--- src/rtl/fx_arith_pkg.sv ---
// Shared definitions for the fixed-point arithmetic blocks: default widths,
// the root-engine state encoding and a helper for the total word width.
package fx_arith_pkg;

  localparam int unsigned DEF_INT_W  = 10;
  localparam int unsigned DEF_FRAC_W = 10;
  localparam int unsigned DEF_EXP_W  = 3;

  typedef enum logic [2:0] {
    ST_IDLE = 3'd0,
    ST_INIT = 3'd1,
    ST_MUL  = 3'd2,
    ST_CMP  = 3'd3,
    ST_DONE = 3'd4
  } fx_state_t;

  // Total word width of a Q(int_w.frac_w) value.
  function automatic int unsigned fx_total_w(input int unsigned int_w,
                                             input int unsigned frac_w);
    return int_w + frac_w;
  endfunction

endpackage

--- src/rtl/fx_mul_trunc.sv ---
// Combinational Q-format multiply: y = (a*b) >> FRAC_W truncated to W bits,
// ovf flags any bit of the shifted product that does not fit in W bits.
module fx_mul_trunc
  import fx_arith_pkg::*;
#(
  parameter int unsigned W      = fx_total_w(DEF_INT_W, DEF_FRAC_W),
  parameter int unsigned FRAC_W = DEF_FRAC_W
) (
  input  logic [W-1:0] a,
  input  logic [W-1:0] b,
  output logic [W-1:0] y,
  output logic         ovf
);

  logic [2*W-1:0] prod;

  // Full-width product, then take the W-bit window above the fraction bits.
  always_comb begin
    prod = {{W{1'b0}}, a} * {{W{1'b0}}, b};
    y    = prod[W+FRAC_W-1:FRAC_W];
    ovf  = |prod[2*W-1:W+FRAC_W];
  end

endmodule

--- src/rtl/nth_root_fx_pipe.sv ---
// Bit-serial n-th root engine. Builds the root MSB first: each candidate bit
// is raised to the n-th power by repeated truncating multiplies and kept if
// the power does not exceed N<<FRAC_W and never overflowed.
module nth_root_fx_pipe
  import fx_arith_pkg::*;
#(
  parameter int unsigned INT_W  = DEF_INT_W,
  parameter int unsigned FRAC_W = DEF_FRAC_W,
  parameter int unsigned EXP_W  = DEF_EXP_W
) (
  input  logic                      clk,
  input  logic                      rst_n,
  input  logic                      in_valid,
  output logic                      in_ready,
  input  logic [INT_W-1:0]          in_radicand,
  input  logic [EXP_W-1:0]          in_exp,
  output logic                      out_valid,
  input  logic                      out_ready,
  output logic [INT_W+FRAC_W-1:0]   out_data,
  output logic                      out_exact,
  output logic                      out_err
);

  localparam int unsigned W  = fx_total_w(INT_W, FRAC_W);
  localparam int unsigned KW = $clog2(W);

  fx_state_t        state;
  logic [EXP_W-1:0] n_q;
  logic [EXP_W-1:0] cnt;
  logic [KW-1:0]    k;
  logic [W-1:0]     t_q;
  logic [W-1:0]     res;
  logic [W-1:0]     acc;
  logic             ovf;

  logic [W-1:0]     cand;
  logic [W-1:0]     mul_y;
  logic             mul_ovf;
  logic             accept;
  logic [W-1:0]     res_nx;
  logic [KW-1:0]    k_dn;

  fx_mul_trunc #(
    .W      (W),
    .FRAC_W (FRAC_W)
  ) u_mul (
    .a   (acc),
    .b   (cand),
    .y   (mul_y),
    .ovf (mul_ovf)
  );

  assign in_ready  = (state == ST_IDLE);
  assign out_valid = (state == ST_DONE);

  // Candidate for the current bit and the comparison outcome used in CMP.
  always_comb begin
    cand   = res | (W'(1) << k);
    accept = !ovf && (acc <= t_q);
    res_nx = accept ? cand : res;
    k_dn   = k - KW'(1);
  end

  // Main FSM: operand capture, per-bit power/compare loop, result hold.
  always_ff @(posedge clk) begin
    if (!rst_n) begin
      state     <= ST_IDLE;
      n_q       <= '0;
      cnt       <= '0;
      k         <= '0;
      t_q       <= '0;
      res       <= '0;
      acc       <= '0;
      ovf       <= 1'b0;
      out_data  <= '0;
      out_exact <= 1'b0;
      out_err   <= 1'b0;
    end else begin
      case (state)
        ST_IDLE: begin
          if (in_valid) begin
            n_q       <= in_exp;
            t_q       <= {in_radicand, {FRAC_W{1'b0}}};
            out_data  <= '0;
            out_exact <= 1'b0;
            out_err   <= 1'b0;
            if (in_exp == '0) begin
              out_err <= 1'b1;
              state   <= ST_DONE;
            end else if (in_exp == EXP_W'(1)) begin
              out_data  <= {in_radicand, {FRAC_W{1'b0}}};
              out_exact <= 1'b1;
              state     <= ST_DONE;
            end else if (in_radicand == '0) begin
              out_exact <= 1'b1;
              state     <= ST_DONE;
            end else begin
              state <= ST_INIT;
            end
          end
        end
        ST_INIT: begin
          res   <= '0;
          k     <= KW'(W-1);
          acc   <= W'(1) << (W-1);
          ovf   <= 1'b0;
          cnt   <= EXP_W'(1);
          state <= ST_MUL;
        end
        ST_MUL: begin
          acc <= mul_y;
          ovf <= ovf | mul_ovf;
          cnt <= cnt + EXP_W'(1);
          if (cnt + EXP_W'(1) == n_q)
            state <= ST_CMP;
        end
        ST_CMP: begin
          res <= res_nx;
          if (accept && (acc == t_q)) begin
            out_data  <= cand;
            out_exact <= 1'b1;
            state     <= ST_DONE;
          end else if (k == '0) begin
            out_data <= res_nx;
            state    <= ST_DONE;
          end else begin
            // Next candidate is seeded here so MUL starts multiplying at once.
            k     <= k_dn;
            acc   <= res_nx | (W'(1) << k_dn);
            ovf   <= 1'b0;
            cnt   <= EXP_W'(1);
            state <= ST_MUL;
          end
        end
        ST_DONE: begin
          if (out_ready)
            state <= ST_IDLE;
        end
        default: state <= ST_IDLE;
      endcase
    end
  end

endmodule

--- config.mk ---
export PLATFORM = sky130hd
export DESIGN_NAME = nth_root_fx_pipe
export DESIGN_NICKNAME = d
export VERILOG_FILES = /design/src/rtl/fx_arith_pkg.sv /design/src/rtl/fx_mul_trunc.sv /design/src/rtl/nth_root_fx_pipe.sv
export SDC_FILE = /design/constraint.sdc
export NUM_CORES = 1
export LEC_CHECK = 0
export CORE_MARGIN = 3
export CORE_UTILIZATION = 52
export DETAILED_ROUTE_END_ITERATION = 7
export MAX_ROUTING_LAYER = met4
export PLACE_DENSITY = 0.8
export SLEW_MARGIN = 20
export SYNTH_ARGS = -nofsm -noshare
export SYNTH_HDL_FRONTEND = slang
export SYNTH_SLANG_ARGS = --single-unit
--- constraint.sdc ---
create_clock -name clk -period 7.5 [get_ports clk]
set_clock_uncertainty 0.1 [all_clocks]
set_input_delay 0.75 -clock clk [delete_from_list [all_inputs] [get_ports clk]]
set_output_delay 0.75 -clock clk [all_outputs]
set_load 0.02 [all_outputs]
# --- Word level (Yosys, flattened, before mapping) ---
# Cells that the tools add are included.
word_totals:
  reg_bits: 87
  latch_bits: 0
  mem_bits_rw: 0
  rom_bits: 0
  output_inout_bits: 24
  n_memories: 0
op_classes:
  add_sub_neg: 2
  multipliers: 1
  div_mod_pow: 0
  magnitude_cmp: 1
  eq_ne: 14
  shift: 2
  n_mux: 36
  n_bitwise: 3
  n_reduce_logical: 17
ops:
  columns: ["op", "n"]
  rows:
  - ["2-to-1 mux 20 bit", 8]
  - ["one-hot mux 20 bit (2 select lines)", 2]
  - ["one-hot mux 20 bit (3 select lines)", 1]
  - ["multiplier 20 x 20 -> 40 bit", 1]
  - ["OR 20 bit", 2]
  - ["<< shifter 1 x 5 -> 20 bit, first input constant", 2]
  - ["2-to-1 mux 3 bit", 10]
  - ["equality test 20 bit", 1]
  - ["<= comparator 20 bit", 1]
  - ["one-hot mux 3 bit (5 select lines)", 1]
  - ["AND reduction 3 bit", 5]
  - ["zero test 10 bit", 1]
  - ["2-to-1 mux 5 bit", 2]
  - ["!= test 2 bit, second input constant", 5]
  - ["one-hot mux 5 bit (2 select lines)", 1]
  - ["OR reduction 10 bit", 1]
  - ["one-hot mux 3 bit (3 select lines)", 1]
  - ["2-to-1 mux 1 bit", 8]
  - ["equality test 3 x 1 -> 1 bit, second input constant", 2]
  - ["equality test 3 x 2 -> 1 bit, second input constant", 2]
  - ["zero test 3 bit", 2]
  - ["zero test 5 bit", 1]
  - ["subtractor 5 x 1 -> 5 bit, second input constant", 1]
  - ["nonzero test 2 bit", 2]
  - ["12 further kinds", 13]

# --- Logic depth before layout (Yosys ltp) ---
logic_depth:
  ltp_word: 7
  depth_mapped: 30
  depth_no_buf: 28

# --- Modules after synthesis ---
# From an unflattened synthesis, not the netlist that was laid out.
hier_totals:
  hier_cells: 2060
  area_unflattened_um2: 17907.2
by_module_without_submodules:
  columns: ["module", "n_inst", "cells_per_inst", "area_each_um2"]
  rows:
  - ["fx_mul_trunc", 1, 1537, 13475.4]
  - ["nth_root_fx_pipe", 1, 523, 4431.8]

# --- Worst setup path after synthesis ---
# Ideal clock, no wire load.
synth_path:
  path_kind: "register to register"
  startpoint: "reg k[0]"
  endpoint: "reg ovf"
  arrival_ns: 7.181
  setup_slack_ns: 0.088
  path_stages_with_launch: 30
  path_cell_list: "dfxtp_1 > inv_1 > ha_1 > nor2b_1 > a21oi_1 > clkbuf_1 > nor2_1 > fa_1 > fa_1 > inv_1 > fa_1 > inv_1 > fa_1 > inv_1 > fa_1 > inv_1 > fa_1 > inv_1 > fa_1 > inv_1 > ha_1 > a21oi_1 > o21ai_0 > o31ai_1 > a31oi_4 > a31oi_4 > xnor2_1 > or3_1 > nor4_1 > a31oi_1"
synth_between:
  elab_chain_cells: 6
synth_lines:
  columns: ["element", "line_no", "source"]
  rows:
  - ["start: declaration", "nth_root_fx_pipe.sv:30", "logic [KW-1:0] k;"]
  - ["start signal: assignment", "nth_root_fx_pipe.sv:104", "k <= KW'(W-1);"]
  - ["start signal: assignment", "nth_root_fx_pipe.sv:128", "k <= k_dn;"]
  - ["<< shifter 1 x 5 -> 20 bit", "nth_root_fx_pipe.sv:58", "cand = res | (W'(1) << k);"]
  - ["OR 20 bit", "nth_root_fx_pipe.sv:58", null]
  - ["multiplier 20 x 20 -> 40 bit", "fx_mul_trunc.sv:19", "prod = {{W{1'b0}}, a} * {{W{1'b0}}, b};"]
  - ["OR reduction 10 bit", "fx_mul_trunc.sv:21", "ovf = |prod[2*W-1:W+FRAC_W];"]
  - ["OR 1 bit", "nth_root_fx_pipe.sv:112", "ovf <= ovf | mul_ovf;"]
  - ["one-hot mux 1 bit (3 select lines)", "nth_root_fx_pipe.sv:79", "case (state)"]
  - ["end signal: assignment", "nth_root_fx_pipe.sv:112", null]
  - ["end: declaration", "nth_root_fx_pipe.sv:34", "logic ovf;"]
# Parallel ways exist; a longest one is shown, timed or not.
# A chain may end at the register's enable or synchronous reset.

# --- Worst setup path in the final report ---
layout_path:
  startpoint: "reg k[0]"
  endpoint: "reg acc[13]"
layout_between:
  elab_chain_cells: 7
layout_lines:
  columns: ["element", "line_no", "source"]
  rows:
  - ["branches (longest 7 deep; another with multiplier 20 x 20 -> 40 bit)", null, null]
  - ["end signal: assignment", "nth_root_fx_pipe.sv:105", "acc <= W'(1) << (W-1);"]
  - ["end signal: assignment", "nth_root_fx_pipe.sv:111", "acc <= mul_y;"]
  - ["end signal: assignment", "nth_root_fx_pipe.sv:129", "acc <= res_nx | (W'(1) << k_dn);"]
  - ["end: declaration", "nth_root_fx_pipe.sv:33", "logic [W-1:0] acc;"]
# Several ways; the timed one is not identified. The select of a mux whose other input is x is not followed.

==> flow_summary.yaml <==
sta:
  setup_viol: 0
  final_max_slew_viol_count: 0
  tightest_slew_ps: 1150
  setup_tns_ps: 0
  period_share: 0.974
  hold_violations: 0
  relSlewSlack: 0.228
  finalCriticalPeriod_ps: 7310
  holdWs_ps: 352
  rsz0062_at_grt: "yes"
  fmax_mhz: 137
worst_setup_path:
  slowest_stage: "fa_1"
  rr_startpoint: "k[0]$_SDFFE_PN0P_"
  r2r_slack_ps: 190
  cp-end-kind: "register"
  worstPathMaxFanout: 6
  critPathKind: "reg -> reg"
  start_kind: "register"
  critPathRequiredTime_ps: 7640
  path_common_cell: "fa_1"
  r2r_end: "acc[13]$_SDFFE_PN0P_"
  critPathMaxStageDelay_ps: 530
  r2r_cells: 31
  arrival_ps: 7440
  path_buf_inv: 10
  crit_family: "adder cells"
layout:
  regArea_um2: 1750
  layout-area-overhead-vs-synth_pct: 12.1
  multi_input_area_um2: 14600
  fillers: 2953
  drive_above_1_share: 0.0989
  finish.utilization: 0.595
  nets: 2672
hold_path:
  min_path_cells: 2
  hp-class: "reg -> reg"
  min_to: "out_data[0]$_SDFFE_PN0P_"
  hp-start: "out_data[0]$_SDFFE_PN0P_"
route:
  totalWireLength_um: 50800
  first_pass_iters: 6
  drcViolationCount: 0
  viasPerCell: 5.70
  vias: 15000
  drtAntennaViolNets: 0
  drt_iter0_drc: 1273
  wl_per_cell_um: 19.3
power_and_ir_drop:
  power.total_uw: 2440
  ir_worst_vdd_mv: 0.202
  p_leak_uw: 0.00976
  power_density_nw_per_um2: 122
synth:
  yosys-top-cells-area: "fa_1, ha_1, dfxtp_1"
  synth-edff-count: 0
  synth_area_um2: 17900
  synth_ff_type: "dfxtp_1"
  yosysTopAreaCell: "fa_1"
  synth.top_cell.area_share: 0.357
  synth-seq-cells: 87
  yosysSeqAreaShare: 0.0973
  ys_types: 61
  synth_nets: 2623
  ys_async_sr_fraction: 0
  syn_avg_cell_area_um2: 8.43
  netlist_instances: 2122
  synth_warnings: 0
global_routing:
  gr-usage-all-layers: 0.295
  overflow: 0
  grt_max_degree: 37
  grt_pass1_vias: 16100
  grt_pass1_wl_um: 83100
  antenna_found_initial: 1
run_status:
  outcome: "finished, final reports clean"
clock_network:
  cts_root_buf: "clkbuf_16"
  clk_pin_slew_worst_paths_ps: 60
  cts_tree: "yes"
  cts_inserted_buffers: 9
  clock_latency_ps: 340
  cts_max_path_buffers: 2
  cts.sinks: 87
  cts_hold_buf: 0
  htreeDepth: 3
placed_design:
  gp_congestion: 1.01
  hpwl_um: 41000
  port-buffer-count: 40
flow_run:
  max_cap_viol_count: 0
die:
  row_count: 67
  die_w_um: 192
  start_util: 0.531
  coreArea_um2: 33700
  die_height_um: 192
  dieArea_um2: 36700
  ios: 41
==> worst reg2reg max path: cells and delay by family (launching register included) <==
kind / cells / cell delay [ps]
AO/OA/AOI/OAI: 7 / 1170
XOR/XNOR: 1 / 190
adder cells (fa/ha/maj): 9 / 4030
buffers and inverters: 10 / 960
flip-flops: 1 / 360
AND/OR/NAND/NOR: 4 / 380
==> sequential cells by signal, summed over array words and instances (netlist names), 3 cells and up <==
register / count
out_data: 20
res: 20
t_q: 10
k: 5
cnt: 3
n_q: 3
acc: 20
state: 3
==> cell usage after synthesis (3+ instances only) <==
library cell / n
inv_1: 385
fa_1: 319
nand2_1: 262
ha_1: 165
and2_1: 164
a21oi_1: 143
clkbuf_1: 118
nor2b_1: 102
dfxtp_1: 87
nor2_1: 80
o21ai_0: 51
a21o_1: 25
xor2_1: 23
nor3_1: 18
o211ai_1: 15
a31oi_1: 14
nand4_1: 14
xnor2_1: 13
a311oi_1: 9
nand2b_1: 9
nor4_1: 9
o21bai_1: 8
nand3_1: 7
o31ai_1: 7
a211oi_1: 5
a32oi_1: 5
and3_1: 5
a22oi_1: 4
buf_2: 4
a221oi_1: 3
or2_2: 3
or3_1: 3
==> where the power goes <==
| part | total [uW] | leakage (uW) | internal (uW) | switching, uW |
|---|---|---|---|---|
| clock network | 518 | 0.000165 | 333 | 185 |
| logic | 1260 | 0.00889 | 446 | 817 |
| registers | 658 | 0.000710 | 527 | 130 |
==> stage by stage <==
stage                     instances  setup slack, ps  area [um2]
after floorplan                2122             87.9       17900
final                          2624              193       20100
after global placement         2604             10.7       19300
after detailed placement       2604             -186       19300
after global routing           2624            -79.5       20100
after CTS                      2619             2.44       19700
==> metal layers <==
metal,vias to the layer above,routed length [um],GRT usage
met5,-,0,-
met4,0,1780,0.0920
met3,138,3500,0.0392
met2,574,25100,0.499
met1,7544,20400,0.370
li1,6703,-,-
==> worst max-delay path by stage <==
stage / startpoint / end / slack, ps / depth (start not counted)
2_1_floorplan: k[0]$_SDFFE_PN0P_ / ovf$_SDFFE_PN0P_ / 90 / 29
3_3_place_gp: k[0]$_SDFFE_PN0P_ / ovf$_SDFFE_PN0P_ / 10 / 26
4_1_cts: k[1]$_SDFFE_PN0P_ / ovf$_SDFFE_PN0P_ / 2 / 27
6_report: k[0]$_SDFFE_PN0P_ / acc[13]$_SDFFE_PN0P_ / 190 / 31
3_5_place_dp: k[0]$_SDFFE_PN0P_ / ovf$_SDFFE_PN0P_ / -190 / 26
5_1_grt: k[1]$_SDFFE_PN0P_ / ovf$_SDFFE_PN0P_ / -80 / 27
==> cells in the final DEF, fill, tap and decap left out, drive strengths merged, types with 16 or more instances in the layout <==
| cell | count |
|---|---|
| a21oi | 143 |
| nor3 | 18 |
| a31oi | 16 |
| and2 | 164 |
| buf | 122 |
| dfxtp | 87 |
| o21ai | 52 |
| inv | 385 |
| a21o | 25 |
| fa | 319 |
| xor2 | 23 |
| nor2 | 80 |
| nand2 | 262 |
| clkdlybuf4s50 | 40 |
| nor2b | 102 |
| ha | 165 |
==> area by class of cell <==
type	count	share of cell area
tap	448	0.0280
inverter	385	0.0721
clock buffer	10	0.0119
multi-input combinational	1526	0.727
antenna	1	0.000125
timing repair buffer	162	0.0681
clock inverter	5	0.00530
sequential	87	0.0874
==> repair_timing <==
action	CTS	global route
resized for setup	15	76
endpoints found under the setup margin	7	15
setup buffers	0	4
gates cloned	0	0
pin swaps	2	20
==> kinds of logic (layout without fill, tap and decap cells) <==
| logic type | Yosys count | count (layout) | share of synthesized area |
|---|---|---|---|
| simple gates | 686 | 686 | 0.192 |
| buf+inv | 509 | 562 | 0.107 |
| fa+ha+maj | 484 | 484 | 0.472 |
| mux | 2 | 2 | 0.00112 |
| xor+xnor | 36 | 36 | 0.0176 |
| flops | 87 | 87 | 0.0973 |
| other cells | 0 | 1 | 0 |
| compound gates | 318 | 318 | 0.112 |
(Power assumes the default switching activity.)
